==> config.mk <==
export PLATFORM = sky130hd
export DESIGN_NAME = coord_entry_flat
export DESIGN_NICKNAME = d
export VERILOG_FILES = /design/src/rtl/coord_entry_pkg.sv /design/src/rtl/coord_entry_if.sv /design/src/rtl/coord_entry_debounce.sv /design/src/rtl/coord_entry.sv /design/src/flat_wrapper.sv
export SDC_FILE = /design/constraint.sdc
export NUM_CORES = 1
export LEC_CHECK = 0
export BUFFER_PORTS_ARGS = -buffer_cell sky130_fd_sc_hd__buf_2
export CORE_MARGIN = 3
export CORE_UTILIZATION = 34
export CTS_CLUSTER_DIAMETER = 30
export DETAILED_ROUTE_END_ITERATION = 6
export GPL_ROUTABILITY_DRIVEN = 0
export HOLD_SLACK_MARGIN = 0.08
export MAX_ROUTING_LAYER = met4
export PLACE_DENSITY_LB_ADDON = 0.2
export SETUP_SLACK_MARGIN = 0.2
export SLEW_MARGIN = 10
export SYNTH_ARGS = -nofsm -noshare
export SYNTH_HDL_FRONTEND = slang
export SYNTH_SLANG_ARGS = --single-unit
export TNS_END_PERCENT = 10
==> constraint.sdc <==
create_clock -name clk -period 2.3 [get_ports clk]
set_input_delay 0.46 -clock clk [delete_from_list [all_inputs] [get_ports clk]]
set_output_delay 0.46 -clock clk [all_outputs]
set_load 0.01 [all_outputs]
==> src/rtl/coord_entry_pkg.sv <==
// Shared types and helpers for the coordinate-entry block: FSM state encoding,
// a constant-foldable clog2 and one-hot decode helpers.
package coord_pkg;

  typedef enum logic [1:0] {
    IDLE,
    WAIT_PRESS,
    WAIT_RELEASE,
    DONE
  } state_t;

  // Helpers take a fixed-width vector; callers zero-extend their key vector into it.
  localparam int MAXKEYS = 64;

  function automatic int clog2(input int n);
    int r;
    r = 0;
    while ((1 << r) < n) r++;
    return r;
  endfunction

  function automatic logic is_onehot(input logic [MAXKEYS-1:0] v);
    return (v != '0) && ((v & (v - MAXKEYS'(1))) == '0);
  endfunction

  function automatic int onehot_index(input logic [MAXKEYS-1:0] v);
    int idx;
    idx = 0;
    for (int i = 0; i < MAXKEYS; i++) begin
      if (v[i]) idx = i;
    end
    return idx;
  endfunction

endpackage

==> src/rtl/coord_entry_if.sv <==
// Key/control inputs and coordinate/status outputs of coord_entry, bundled
// so the board controller and the entry block share one connection.
interface coord_entry_if #(
  parameter int NKEYS = 4,
  parameter int NAXES = 2
);
  import coord_pkg::*;

  localparam int IDW = clog2(NKEYS);
  localparam int AW  = clog2(NAXES) + 1;

  logic                  start;
  logic                  abort;
  logic [NKEYS-1:0]      keys;
  logic [NAXES*IDW-1:0]  coord;
  logic [AW-1:0]         axis;
  logic                  busy;
  logic                  done;
  logic                  err;

  modport master (output start, abort, keys, input coord, axis, busy, done, err);
  modport slave  (input start, abort, keys, output coord, axis, busy, done, err);

endinterface

==> src/rtl/coord_entry_debounce.sv <==
// Key-vector debouncer: a new key vector reaches db only after it has been
// seen unchanged on DEBOUNCE consecutive clock edges.
module key_debounce
  import coord_pkg::*;
#(
  parameter int NKEYS    = 4,
  parameter int DEBOUNCE = 4
) (
  input  logic             clk,
  input  logic             rst,
  input  logic [NKEYS-1:0] keys,
  output logic [NKEYS-1:0] db
);

  localparam int            CW   = clog2(DEBOUNCE) + 1;
  localparam logic [CW-1:0] CMAX = CW'(DEBOUNCE - 1);

  logic [NKEYS-1:0] cand;
  logic [CW-1:0]    cnt;
  logic [CW-1:0]    cnt_nxt;

  // Counter saturates at CMAX so a long hold never wraps back into a stale window.
  always_comb begin
    cnt_nxt = '0;
    if (keys == cand) cnt_nxt = (cnt == CMAX) ? cnt : cnt + CW'(1);
  end

  always_ff @(posedge clk or negedge rst) begin
    if (!rst) begin
      cand <= '0;
      cnt  <= '0;
      db   <= '0;
    end else begin
      cand <= keys;
      cnt  <= cnt_nxt;
      if (cnt_nxt == CMAX) db <= keys;
    end
  end

endmodule

==> src/rtl/coord_entry.sv <==
// Keypad coordinate entry: captures NAXES key indices in sequence from
// debounced one-hot keys, rejecting multi-key presses.
module coord_entry
  import coord_pkg::*;
#(
  parameter int NKEYS    = 4,
  parameter int NAXES    = 2,
  parameter int DEBOUNCE = 4
) (
  input  logic         clk,
  input  logic         rst,
  coord_entry_if.slave bus
);

  localparam int            IDW  = clog2(NKEYS);
  localparam int            AW   = clog2(NAXES) + 1;
  localparam logic [AW-1:0] LAST = AW'(NAXES - 1);

  state_t               state, state_nxt;
  logic [AW-1:0]        axis_q, axis_nxt;
  logic [NAXES*IDW-1:0] coord_q, coord_nxt;
  logic                 reject_q, reject_nxt;
  logic [NKEYS-1:0]     db;
  logic [MAXKEYS-1:0]   db_ext;
  logic                 db_onehot;
  logic                 db_multi;

  key_debounce #(.NKEYS(NKEYS), .DEBOUNCE(DEBOUNCE)) u_debounce (
    .clk  (clk),
    .rst  (rst),
    .keys (bus.keys),
    .db   (db)
  );

  always_comb begin
    db_ext            = '0;
    db_ext[NKEYS-1:0] = db;
  end

  assign db_onehot = is_onehot(db_ext);
  assign db_multi  = (db != '0) && !db_onehot;

  always_ff @(posedge clk or negedge rst) begin
    if (!rst) begin
      state    <= IDLE;
      axis_q   <= '0;
      coord_q  <= '0;
      reject_q <= 1'b0;
    end else begin
      state    <= state_nxt;
      axis_q   <= axis_nxt;
      coord_q  <= coord_nxt;
      reject_q <= reject_nxt;
    end
  end

  // abort overrides everything, including the done/err pulses of its own cycle.
  always_comb begin
    state_nxt  = state;
    axis_nxt   = axis_q;
    coord_nxt  = coord_q;
    reject_nxt = reject_q;
    bus.done   = 1'b0;
    bus.err    = 1'b0;
    if (bus.abort) begin
      state_nxt  = IDLE;
      reject_nxt = 1'b0;
    end else begin
      case (state)
        IDLE: begin
          if (bus.start) begin
            state_nxt  = WAIT_PRESS;
            axis_nxt   = '0;
            reject_nxt = 1'b0;
          end
        end
        WAIT_PRESS: begin
          if (db_onehot) begin
            coord_nxt[int'(axis_q)*IDW +: IDW] = IDW'(onehot_index(db_ext));
            state_nxt = WAIT_RELEASE;
          end else if (db_multi) begin
            bus.err    = 1'b1;
            reject_nxt = 1'b1;
            state_nxt  = WAIT_RELEASE;
          end
        end
        WAIT_RELEASE: begin
          if (db == '0) begin
            if (reject_q) begin
              reject_nxt = 1'b0;
              state_nxt  = WAIT_PRESS;
            end else if (axis_q == LAST) begin
              state_nxt = DONE;
            end else begin
              axis_nxt  = axis_q + AW'(1);
              state_nxt = WAIT_PRESS;
            end
          end
        end
        DONE: begin
          bus.done  = 1'b1;
          state_nxt = IDLE;
        end
        default: state_nxt = IDLE;
      endcase
    end
  end

  assign bus.busy  = (state != IDLE);
  assign bus.axis  = axis_q;
  assign bus.coord = coord_q;

endmodule

==> src/flat_wrapper.sv <==
// flat-port wrapper written by rule: the top's interface ports become plain ports
module coord_entry_flat import coord_pkg::*;
#(
  parameter int NKEYS    = 4,
  parameter int NAXES    = 2,
  parameter int DEBOUNCE = 4
)
  (clk, rst, bus_start, bus_abort, bus_keys, bus_coord, bus_axis, bus_busy, bus_done, bus_err);
  coord_entry_if #(.NKEYS(NKEYS), .NAXES(NAXES)) bus_i ();
  input  logic clk;
  input  logic rst;
  input wire logic [$bits(bus_i.start)-1:0] bus_start;
  input wire logic [$bits(bus_i.abort)-1:0] bus_abort;
  input wire logic [$bits(bus_i.keys)-1:0] bus_keys;
  output wire logic [$bits(bus_i.coord)-1:0] bus_coord;
  output wire logic [$bits(bus_i.axis)-1:0] bus_axis;
  output wire logic [$bits(bus_i.busy)-1:0] bus_busy;
  output wire logic [$bits(bus_i.done)-1:0] bus_done;
  output wire logic [$bits(bus_i.err)-1:0] bus_err;
  assign bus_i.start = bus_start;
  assign bus_i.abort = bus_abort;
  assign bus_i.keys = bus_keys;
  assign bus_coord = bus_i.coord;
  assign bus_axis = bus_i.axis;
  assign bus_busy = bus_i.busy;
  assign bus_done = bus_i.done;
  assign bus_err = bus_i.err;
  coord_entry #(.NKEYS(NKEYS), .NAXES(NAXES), .DEBOUNCE(DEBOUNCE)) u_core (.clk(clk), .rst(rst), .bus(bus_i));
endmodule
# [After elaboration in Yosys (flattened, before gate mapping)]
# Index checks and enable logic that the tools add are counted.
[word_totals] wordCells=80 ff_bits=20 in_bits=8
[classes] shifts=2 n_mux=34 addsub=4 bitwise=2 reduce_logical=15 eq_ne=16
[op_table] op="$and A4 B64 Y64" count=1
[op_table] op="$logic_not A64 Y1" count=1
[op_table] op="$reduce_bool A64 Y1" count=1
[op_table] op="$neg A3 Y33" count=1
[op_table] op="$shift A2 B33 Y4 const A" count=1
[op_table] op="$shiftx A2 B33 Y4" count=1
[op_table] op="$mux W2" count=16
[op_table] op="$mux W1" count=12
[op_table] op="$pmux W2 S4" count=1
[op_table] op="$reduce_bool A4 Y1" count=2
[op_table] op="$eq A3 B2 Y1 const B" count=2
[op_table] op="$mux W3" count=2
[op_table] op="$ne A2 B2 Y1 const B" count=3
[op_table] op="$ne A3 B2 Y1 const B" count=2
[op_table] op="$ne A3 B3 Y1 const B" count=2
[op_table] op="$reduce_and A3 Y1" count=2
[op_table] op="$reduce_and A6 Y1" count=1
[op_table] op="$reduce_and A5 Y1" count=1
[op_table] op="$sub A4 B1 Y5 const B" count=1
[op_table] op="$bwmux W4" count=1
[op_table] op="$eq A2 B1 Y1 const B" count=2
[op_table] op="$eq A2 B2 Y1 const B" count=2
[op_table] op="$eq A4 B4 Y1" count=1
[op_table] op="$logic_not A4 Y1" count=1
[op_table] op="other kinds (11)" count=13

# [Logic depth before layout (Yosys ltp)]
# Gate-level depths: netlist of the first run.
[depth] depth_word=10 ltp_mapped=6 ltp_nobuf=6

# [By module]
# Synthesis of the first run repeated with hierarchy kept, for this count alone.
[unflattened] hier_cells=101 area_unflattened_um2=1111.1
[modules_own_cells] module="coord_entry" cells_each=70 instances=1 area_each_um2=660.6
[modules_own_cells] module="key_debounce" cells_each=31 instances=1 area_each_um2=450.4

# [Worst setup path after synthesis of the first run]
# OpenSTA, ideal clock, no wires.
[synth_timing] path_kind="reg-to-reg" from="reg u_core.u_debounce.cnt[0]" to="reg u_core.u_debounce.db[0]" stages_incl_launch_ff=6 synth_period_minus_slack_ns=1.667 path_buffers=0 arrival_time_ns=1.542 t_required_ns=2.175 path_slack_ns=0.633 setup_ns=0.125 cell_sequence="dfrtp_1 ha_1 nor2b_4 mux2i_1 nor3_2 mux2_2"
[synth_between] elab_chain_cells=4
[synth_lines] item="start, declared" line_no="coord_entry_debounce.sv:19" source="logic [CW-1:0] cnt;"
[synth_lines] item="start signal, assigned" line_no="coord_entry_debounce.sv:35" source="cnt <= cnt_nxt;"
[synth_lines] item="$add A3 B1 Y3 / $eq A3 B2 Y1 (equally long branches)" line_no="coord_entry_debounce.sv:25" source="if (keys == cand) cnt_nxt = (cnt == CMAX) ? cnt : cnt + CW'(1);"
[synth_lines] item="$mux W3 * (2 in series)" line_no="coord_entry_debounce.sv:25"
[synth_lines] item="$eq A3 B2 Y1 *" line_no="coord_entry_debounce.sv:36" source="if (cnt_nxt == CMAX) db <= keys;"
[synth_lines] item="end signal, assigned" line_no="coord_entry_debounce.sv:36"
[synth_lines] item="end, declared" line_no="coord_entry_debounce.sv:12" source="output logic [NKEYS-1:0] db"
# Every way passes the cells marked *; elsewhere a longest branch is shown, timed or not.
# A chain may end at the register's enable or synchronous reset.

# [Worst setup path after layout of the first run]
[layout_timing] from="reg u_core.u_debounce.db[3]" to="out bus_err"
[layout_between] elab_chain_cells=10
[layout_lines] item="$sub A4 B1 Y5" line_no="coord_entry_pkg.sv:23" source="return (v != '0) && ((v & (v - MAXKEYS'(1))) == '0);"
[layout_lines] item="$and A4 B64 Y64" line_no="coord_entry_pkg.sv:23"
[layout_lines] item="$logic_not A64 Y1" line_no="coord_entry_pkg.sv:23"
[layout_lines] item="$logic_and A1 B1 Y1" line_no="coord_entry_pkg.sv:23"
[layout_lines] item="$logic_not A1 Y1" line_no="coord_entry.sv:41" source="assign db_multi = (db != '0) && !db_onehot;"
[layout_lines] item="$logic_and A1 B1 Y1" line_no="coord_entry.sv:41"
[layout_lines] item="$mux W1" line_no="coord_entry.sv:81" source="end else if (db_multi) begin"
[layout_lines] item="$mux W1 *" line_no="coord_entry.sv:78" source="if (db_onehot) begin"
[layout_lines] item="$mux W1 *" line_no="coord_entry.sv:69" source="case (state)"
[layout_lines] item="$mux W1 *" line_no="coord_entry.sv:65" source="if (bus.abort) begin"
[layout_lines] item="end, declared" line_no="flat_wrapper.sv:19" source="output wire logic [$bits(bus_i.err)-1:0] bus_err;"
# Marks and branches as above.

==> results of run 1 <==
-- state kept, by name, summed over array words and instances, names as in the netlist --
register	cells
u_core.bus.coord	4
u_core.u_debounce.cand	4
u_core.u_debounce.db	4
u_core.u_debounce.cnt	3
u_core.bus.axis	2
u_core.state	2
u_core.reject_q	1
-- power groups by stage --
stage               registers, mW  clock network [mW]  logic (mW)
finish                      0.455               0.204       0.246
CTS                         0.453               0.213       0.249
global placement            0.456                   0       0.246
floorplan                   0.444                   0       0.195
detailed placement          0.459                   0       0.248
global route                0.466               0.227       0.283
-- cells in the mapped netlist --
| cell type | number |
|---|---|
| buf_4 | 1 |
| mux2i_1 | 2 |
| ha_1 | 5 |
| and3_1 | 1 |
| a22oi_1 | 1 |
| nor2b_1 | 2 |
| nor4_4 | 1 |
| a2111oi_0 | 1 |
| mux2_2 | 3 |
| dfrtp_1 | 20 |
| a21oi_1 | 5 |
| mux2_1 | 6 |
| o21ai_0 | 2 |
| nor2b_4 | 1 |
| nor2_1 | 11 |
| nor3_2 | 1 |
| nand4_1 | 2 |
| nor3_1 | 2 |
| xor2_1 | 3 |
| o22ai_1 | 2 |
| nor4b_1 | 3 |
| buf_6 | 1 |
| a31oi_1 | 1 |
| a211o_1 | 1 |
| or3_1 | 2 |
| xnor2_1 | 4 |
| nand3_1 | 2 |
| or2_2 | 1 |
| nor3b_1 | 4 |
| inv_1 | 6 |
| nor4b_2 | 1 |
-- per-layer routing --
layer	routed length, um	vias up	track usage (%)
met5	0	-	-
met4	33	0	4.96
met3	93	5	4.32
met2	909	13	17.8
met1	961	387	14.4
li1	-	384	-
-- stage by stage --
step	setup WS (ns)	utilization (%)
after floorplan	0.633	-
after global placement	0.432	41.6
after detailed placement	0.367	41.6
after CTS	0.264	42.9
after global routing	0.212	43.1
final	0.298	43.1
-- cells by family after synthesis --
| kind of cell | after synthesis | share of synthesized area [%] |
|---|---|---|
| compound gates | 13 | 7.21 |
| mux | 11 | 11.1 |
| flops | 20 | 45.8 |
| fa+ha+maj | 5 | 5.72 |
| simple gates | 34 | 20.8 |
| xor+xnor | 7 | 5.61 |
| buf+inv | 8 | 3.78 |
-- area by class of cell --
class / count / area share [%]
multi-input cells: 70 / 44.5
flip-flops and latches: 20 / 40.2
repair buffers: 16 / 6.40
well taps: 42 / 4.20
clock buffers: 4 / 2.90
inverters: 6 / 1.80
-- final timing paths --
| path | cells past startpoint | slack (ns) | to | start |
|---|---|---|---|---|
| max in group asynchronous | 1 | 1.87 | u_core.u_debounce.db[1] | rst |
| hold / removal | 1 | 0.09 | u_core.u_debounce.cnt[0] | rst |
| setup / recovery | 3 | 0.30 | bus_err | u_core.u_debounce.db[3] |
| hold reg to reg | 1 | 0.51 | u_core.bus.coord[2] | u_core.bus.coord[2] |
| min in group clk | 1 | 0.30 | u_core.u_debounce.cand[0] | bus_keys[0] |
| setup reg to reg | 5 | 0.49 | u_core.u_debounce.db[1] | u_core.u_debounce.cnt[0] |
-- what timing repair did --
action                                  CTS  global route
resized for setup                         0             3
endpoints found under the setup margin    0             1
hold buffers                              0             0
endpoints found under the hold margin     0             0
==> impl_metrics.env, run 1 <==
export IMPL_start_kind="flip-flop"
export IMPL_period_needed_ns=2.00
export IMPL_worst_pin_slew_ns=0.428
export IMPL_worstPathRequired_ns=1.84
export IMPL_max_freq_ghz=0.500
export IMPL_wl_per_cell_um=12.6
export IMPL_synthDistinctLibCells=31
export IMPL_drt_wl_total_mm=2.00
export IMPL_cts_tree="done"
export IMPL_cp_num_buf_inv=1
export IMPL_setup_tns_ns=0
export IMPL_vdd_drop_max_uv=262
export IMPL_rsz0062_at_grt="false"
export IMPL_power_total_mw=0.905
export IMPL_maxSlewViolCount=0
export IMPL_dieArea_um2=3930
export IMPL_avgSynthCellArea_um2=11.2
export IMPL_fin_area_um2=1250
export IMPL_crit_path_max_fanout=8
export IMPL_layout_cells_non_filler=158
export IMPL_slowest_delay_ns=0.50
export IMPL_power_density_nw_per_um2=724
export IMPL_dr_first_iter_drc_count=19
export IMPL_grt_pass1_wl_mm=3.57
export IMPL_num_vias=789
export IMPL_yosys_area_top_type="dfrtp_1"
export IMPL_end_kind="output pin"
export IMPL_grt_max_degree=21
export IMPL_yosys_warnings=0
export IMPL_cts_sinks=20
export IMPL_whs_ns=0.0878
export IMPL_track_usage_pct=11.9
export IMPL_die_w_um=62.7
export IMPL_ff_latch_area_um2=503
export IMPL_portBuffers=16
export IMPL_fin_crit_sh_pct=87.0
export IMPL_layout_cells_most_common_list="dfrtp_1 (18), buf_2 (16), nor2_1 (11)"
export IMPL_post_dp_cell_area_um2=1210
export IMPL_ios=17
export IMPL_numCtsBuffers=3
export IMPL_grt_ovfl_total=0
export IMPL_first_pass_iters=4
export IMPL_die_y_um=62.7
export IMPL_fin_nets=130
export IMPL_viasPerCell=4.99
export IMPL_clock_skew_ns=0.00679
export IMPL_drc=0
export IMPL_netlist_instances=98
export IMPL_area_growth_pct=14.4
export IMPL_slowest_stage="dfrtp_1"
export IMPL_p_int_mw=0.614
export IMPL_synth_area_leaders="dfrtp_1 (46%), mux2_1 (6.2%), ha_1 (5.7%)"
export IMPL_ant_nets=0
export IMPL_placed_cells=154
export IMPL_start_util_pct=37.7
export IMPL_antenna_found_initial=0
export IMPL_max_slew_margin_rel_pct=70.8
export IMPL_post_cts_buffers=0
export IMPL_fp_row_count=19
export IMPL_grt_pass1_vias=776
export IMPL_ys_seq_elements=20
export IMPL_postSynthNetCount=111
export IMPL_finalHoldViolCount=0
export IMPL_multiInputGateArea_um2=557
export IMPL_cp_cell_sequence="or3_1 > and3_1 > buf_2"
export IMPL_clk_latency_ns=0.30
export IMPL_final_common_cell="dfrtp_1"
export IMPL_pwr_share_comb_pct=27.2
export IMPL_leakage_nw=0.592
export IMPL_htree_num_levels=1
export IMPL_setup_viol=0
export IMPL_seqPwrFrac_pct=50.2
export IMPL_synth_top_area_share_pct=45.8
export IMPL_switching_share_pct=32.2
export IMPL_dp_final_hpwl_mm=1.53
export IMPL_core_um2=2900
export IMPL_critical_path_top_delay_family="simple AND/OR/NAND/NOR gates"
export IMPL_syn_cell_area_um2=1090
export IMPL_maxCapViolCount=0
export IMPL_antennaDiodeCount=0
export IMPL_clockBufferDepth=2
export IMPL_outcome="completed"
export IMPL_path_clk_slew_ns=0.11
export IMPL_hold_class="in2async"
export IMPL_path_class="reg2out"
export IMPL_seq_area_frac_synth_pct=45.8
export IMPL_p_sw_mw=0.292
export IMPL_drive_above_1_share_pct=26.7
export IMPL_fill_cells=301
export IMPL_critPathArrivalTime_ns=1.54
export IMPL_cts_root_buf="clkbuf_4"
export IMPL_power_frac_clock_pct=22.6
Power figures use the tool's default switching activity.
==> inputs of run 2 (changes only) <==
--- a/config.mk
+++ b/config.mk
@@ -5,6 +5,7 @@
 export SDC_FILE = /design/constraint.sdc
 export NUM_CORES = 1
 export LEC_CHECK = 0
+export ABC_AREA = 1
 export BUFFER_PORTS_ARGS = -buffer_cell sky130_fd_sc_hd__buf_2
 export CORE_MARGIN = 3
 export CORE_UTILIZATION = 34
==> constraint.sdc (replaced) <==
create_clock -name clk -period 2.4 [get_ports clk]
set_input_delay 0.48 -clock clk [delete_from_list [all_inputs] [get_ports clk]]
set_output_delay 0.48 -clock clk [all_outputs]
set_load 0.01 [all_outputs]
==> impl_metrics.env, run 2 <==
export IMPL_outcome="completed"
export IMPL_ff_latch_area_um2=500
export IMPL_hold_class="in2async"
export IMPL_synth_ff_type="dfrtp_1"
export IMPL_switching_share_pct=40.3
export IMPL_ant_nets=0
export IMPL_power_density_nw_per_um2=724
export IMPL_worstPathRequired_ns=1.92
export IMPL_final_common_cell="nand2_1"
export IMPL_power_frac_clock_pct=15.8
export IMPL_r2r_start="u_core.u_debounce.cnt[0]"
export IMPL_ctsHoldBuffers=0
export IMPL_area_growth_pct=13.2
export IMPL_p_int_mw=0.585
export IMPL_r2r_setup_slack_ns=0.98
export IMPL_viasPerCell=4.43
export IMPL_dieArea_um2=4260
export IMPL_grt_max_degree=21
export IMPL_maxCapViolCount=0
export IMPL_synthArstFlopShare_pct=100
export IMPL_dr_first_iter_drc_count=30
export IMPL_fin_crit_sh_pct=78.6
export IMPL_ctsResizeCount=0
export IMPL_critPathArrivalTime_ns=1.41
export IMPL_fill_cells=344
export IMPL_drive_above_1_share_pct=19.0
export IMPL_portBuffers=16
export IMPL_grt_pass1_vias=992
export IMPL_antenna_found_initial=0
export IMPL_worstReg2RegEnd="u_core.u_debounce.db[2]"
export IMPL_rsz0062_at_grt="false"
export IMPL_seq_area_frac_synth_pct=41.9
export IMPL_layout_cells_most_common_list="nand2_1 (56), inv_1 (30), dfrtp_1 (20)"
export IMPL_synth_area_leaders="dfrtp_1 (42%), nand2_1 (18%), inv_1 (9.4%)"
export IMPL_postSynthNetCount=178
export IMPL_yosys_area_top_type="dfrtp_1"
export IMPL_period_needed_ns=1.89
export IMPL_finalHoldViolCount=0
export IMPL_end_kind="output pin"
export IMPL_start_util_pct=37.3
export IMPL_max_slew_margin_rel_pct=69.3
export IMPL_setup_tns_ns=0
export IMPL_htree_num_levels=1
export IMPL_dp_final_hpwl_mm=1.81
export IMPL_leakage_nw=0.770
export IMPL_netlist_instances=165
export IMPL_post_cts_buffers=0
export IMPL_yosys_warnings=0
export IMPL_die_w_um=65.3
export IMPL_synth_edff_count=0
export IMPL_synth_most_common_cell="nand2_1"
export IMPL_ys_seq_elements=20
export IMPL_setup_viol=0
export IMPL_pwr_share_comb_pct=39.2
export IMPL_path_class="reg2out"
export IMPL_clock_skew_ns=0.00318
export IMPL_cts_sinks=20
export IMPL_fin_nets=199
export IMPL_wl_per_cell_um=9.91
export IMPL_syn_cell_area_um2=1190
export IMPL_multiInputGateArea_um2=571
export IMPL_synthDistinctLibCells=21
export IMPL_reg2regPathDepth=8
export IMPL_grt_pass1_wl_mm=4.11
export IMPL_clk_latency_ns=0.29
export IMPL_cts_root_buf="clkbuf_4"
export IMPL_fp_row_count=20
export IMPL_clockBufferDepth=2
export IMPL_worst_pin_slew_ns=0.461
export IMPL_numCtsBuffers=3
export IMPL_avgSynthCellArea_um2=7.24
export IMPL_path_clk_slew_ns=0.11
export IMPL_ios=17
export IMPL_ys_top_cells_by_count="nand2_1 (56), inv_1 (30), dfrtp_1 (20)"
export IMPL_drt_wl_total_mm=2.26
export IMPL_fin_util_pct=42.2
export IMPL_antennaDiodeCount=0
export IMPL_core_um2=3200
export IMPL_p_sw_mw=0.395
export IMPL_start_kind="flip-flop"
export IMPL_maxSlewViolCount=0
export IMPL_track_usage_pct=12.6
export IMPL_die_y_um=65.3
export IMPL_max_freq_ghz=0.530
export IMPL_seqPwrFrac_pct=44.9
export IMPL_vdd_drop_max_uv=222
export IMPL_first_pass_iters=4
export IMPL_drc=0
export IMPL_synth_top_area_share_pct=41.9
export IMPL_power_total_mw=0.980
export IMPL_cts_tree="done"
export IMPL_grt_ovfl_total=0
export IMPL_num_vias=1009
export IMPL_crit_path_max_fanout=7
[run 2: worst max-delay path by stage]
stage / start / endpoint / slack, ns / depth (start not counted)
finish: u_core.state[1] / bus_err / 0.51 / 4
global route: u_core.state[1] / bus_err / 0.38 / 4
CTS: u_core.state[1] / bus_err / 0.48 / 4
detailed placement: bus_abort / bus_err / 0.65 / 5
global placement: bus_abort / bus_err / 0.68 / 5
floorplan: bus_abort / bus_err / 0.96 / 3
[run 2: critical path, cell delays in order, from the launching register on]
cell     delay [ns]
dfrtp_1        0.44
nor3_4         0.34
nand3_1        0.15
inv_1          0.07
buf_2          0.12
[run 2: through the flow]
stage	setup slack (ns)	instances	cell area [um^2]	hold WS (ns)
after floorplan	0.959	165	1190	0.184
after global placement	0.678	225	1330	0.458
after detailed placement	0.650	225	1330	0.464
after CTS	0.475	228	1350	0.130
after global routing	0.384	228	1350	0.134
final	0.513	228	1350	0.121
[run 2: cells by family (layout without fill, tap and decap cells)]
logic type / count (synthesis) / count (layout) / share of synthesized area, %
xor+xnor: 1 / 1 / 0.733
fa+ha+maj: 5 / 5 / 5.24
compound gates: 10 / 10 / 4.61
simple gates: 96 / 96 / 37.2
flops: 20 / 20 / 41.9
buf+inv: 33 / 52 / 10.4
[run 2: power by group through the flow]
| stage | clock network, mW | registers, mW | logic, mW |
|---|---|---|---|
| 2_1_floorplan | 0 | 0.453 | 0.272 |
| 3_3_place_gp | 0 | 0.444 | 0.385 |
| 3_5_place_dp | 0 | 0.447 | 0.388 |
| 4_1_cts | 0.168 | 0.440 | 0.390 |
| 5_1_grt | 0.186 | 0.448 | 0.451 |
| 6_report | 0.155 | 0.440 | 0.385 |
[run 2: cell type report]
cell class              instances  area share [%]
multi-input cells             112            42.2
clock buffers                   3            1.67
repair buffers                 16            5.92
flip-flops and latches         20            37.0
well taps                      44            4.07
inverters                      33            9.16
[run 2: routing by layer]
layer | track usage [%] | vias to the layer above | part of all wire (%)
met3 | 2.56 | 2 | 3.9
met2 | 22.1 | 12 | 51
li1 | - | 547 | -
met4 | 5.44 | 0 | 0.80
met1 | 13.7 | 448 | 44
met5 | - | - | 0
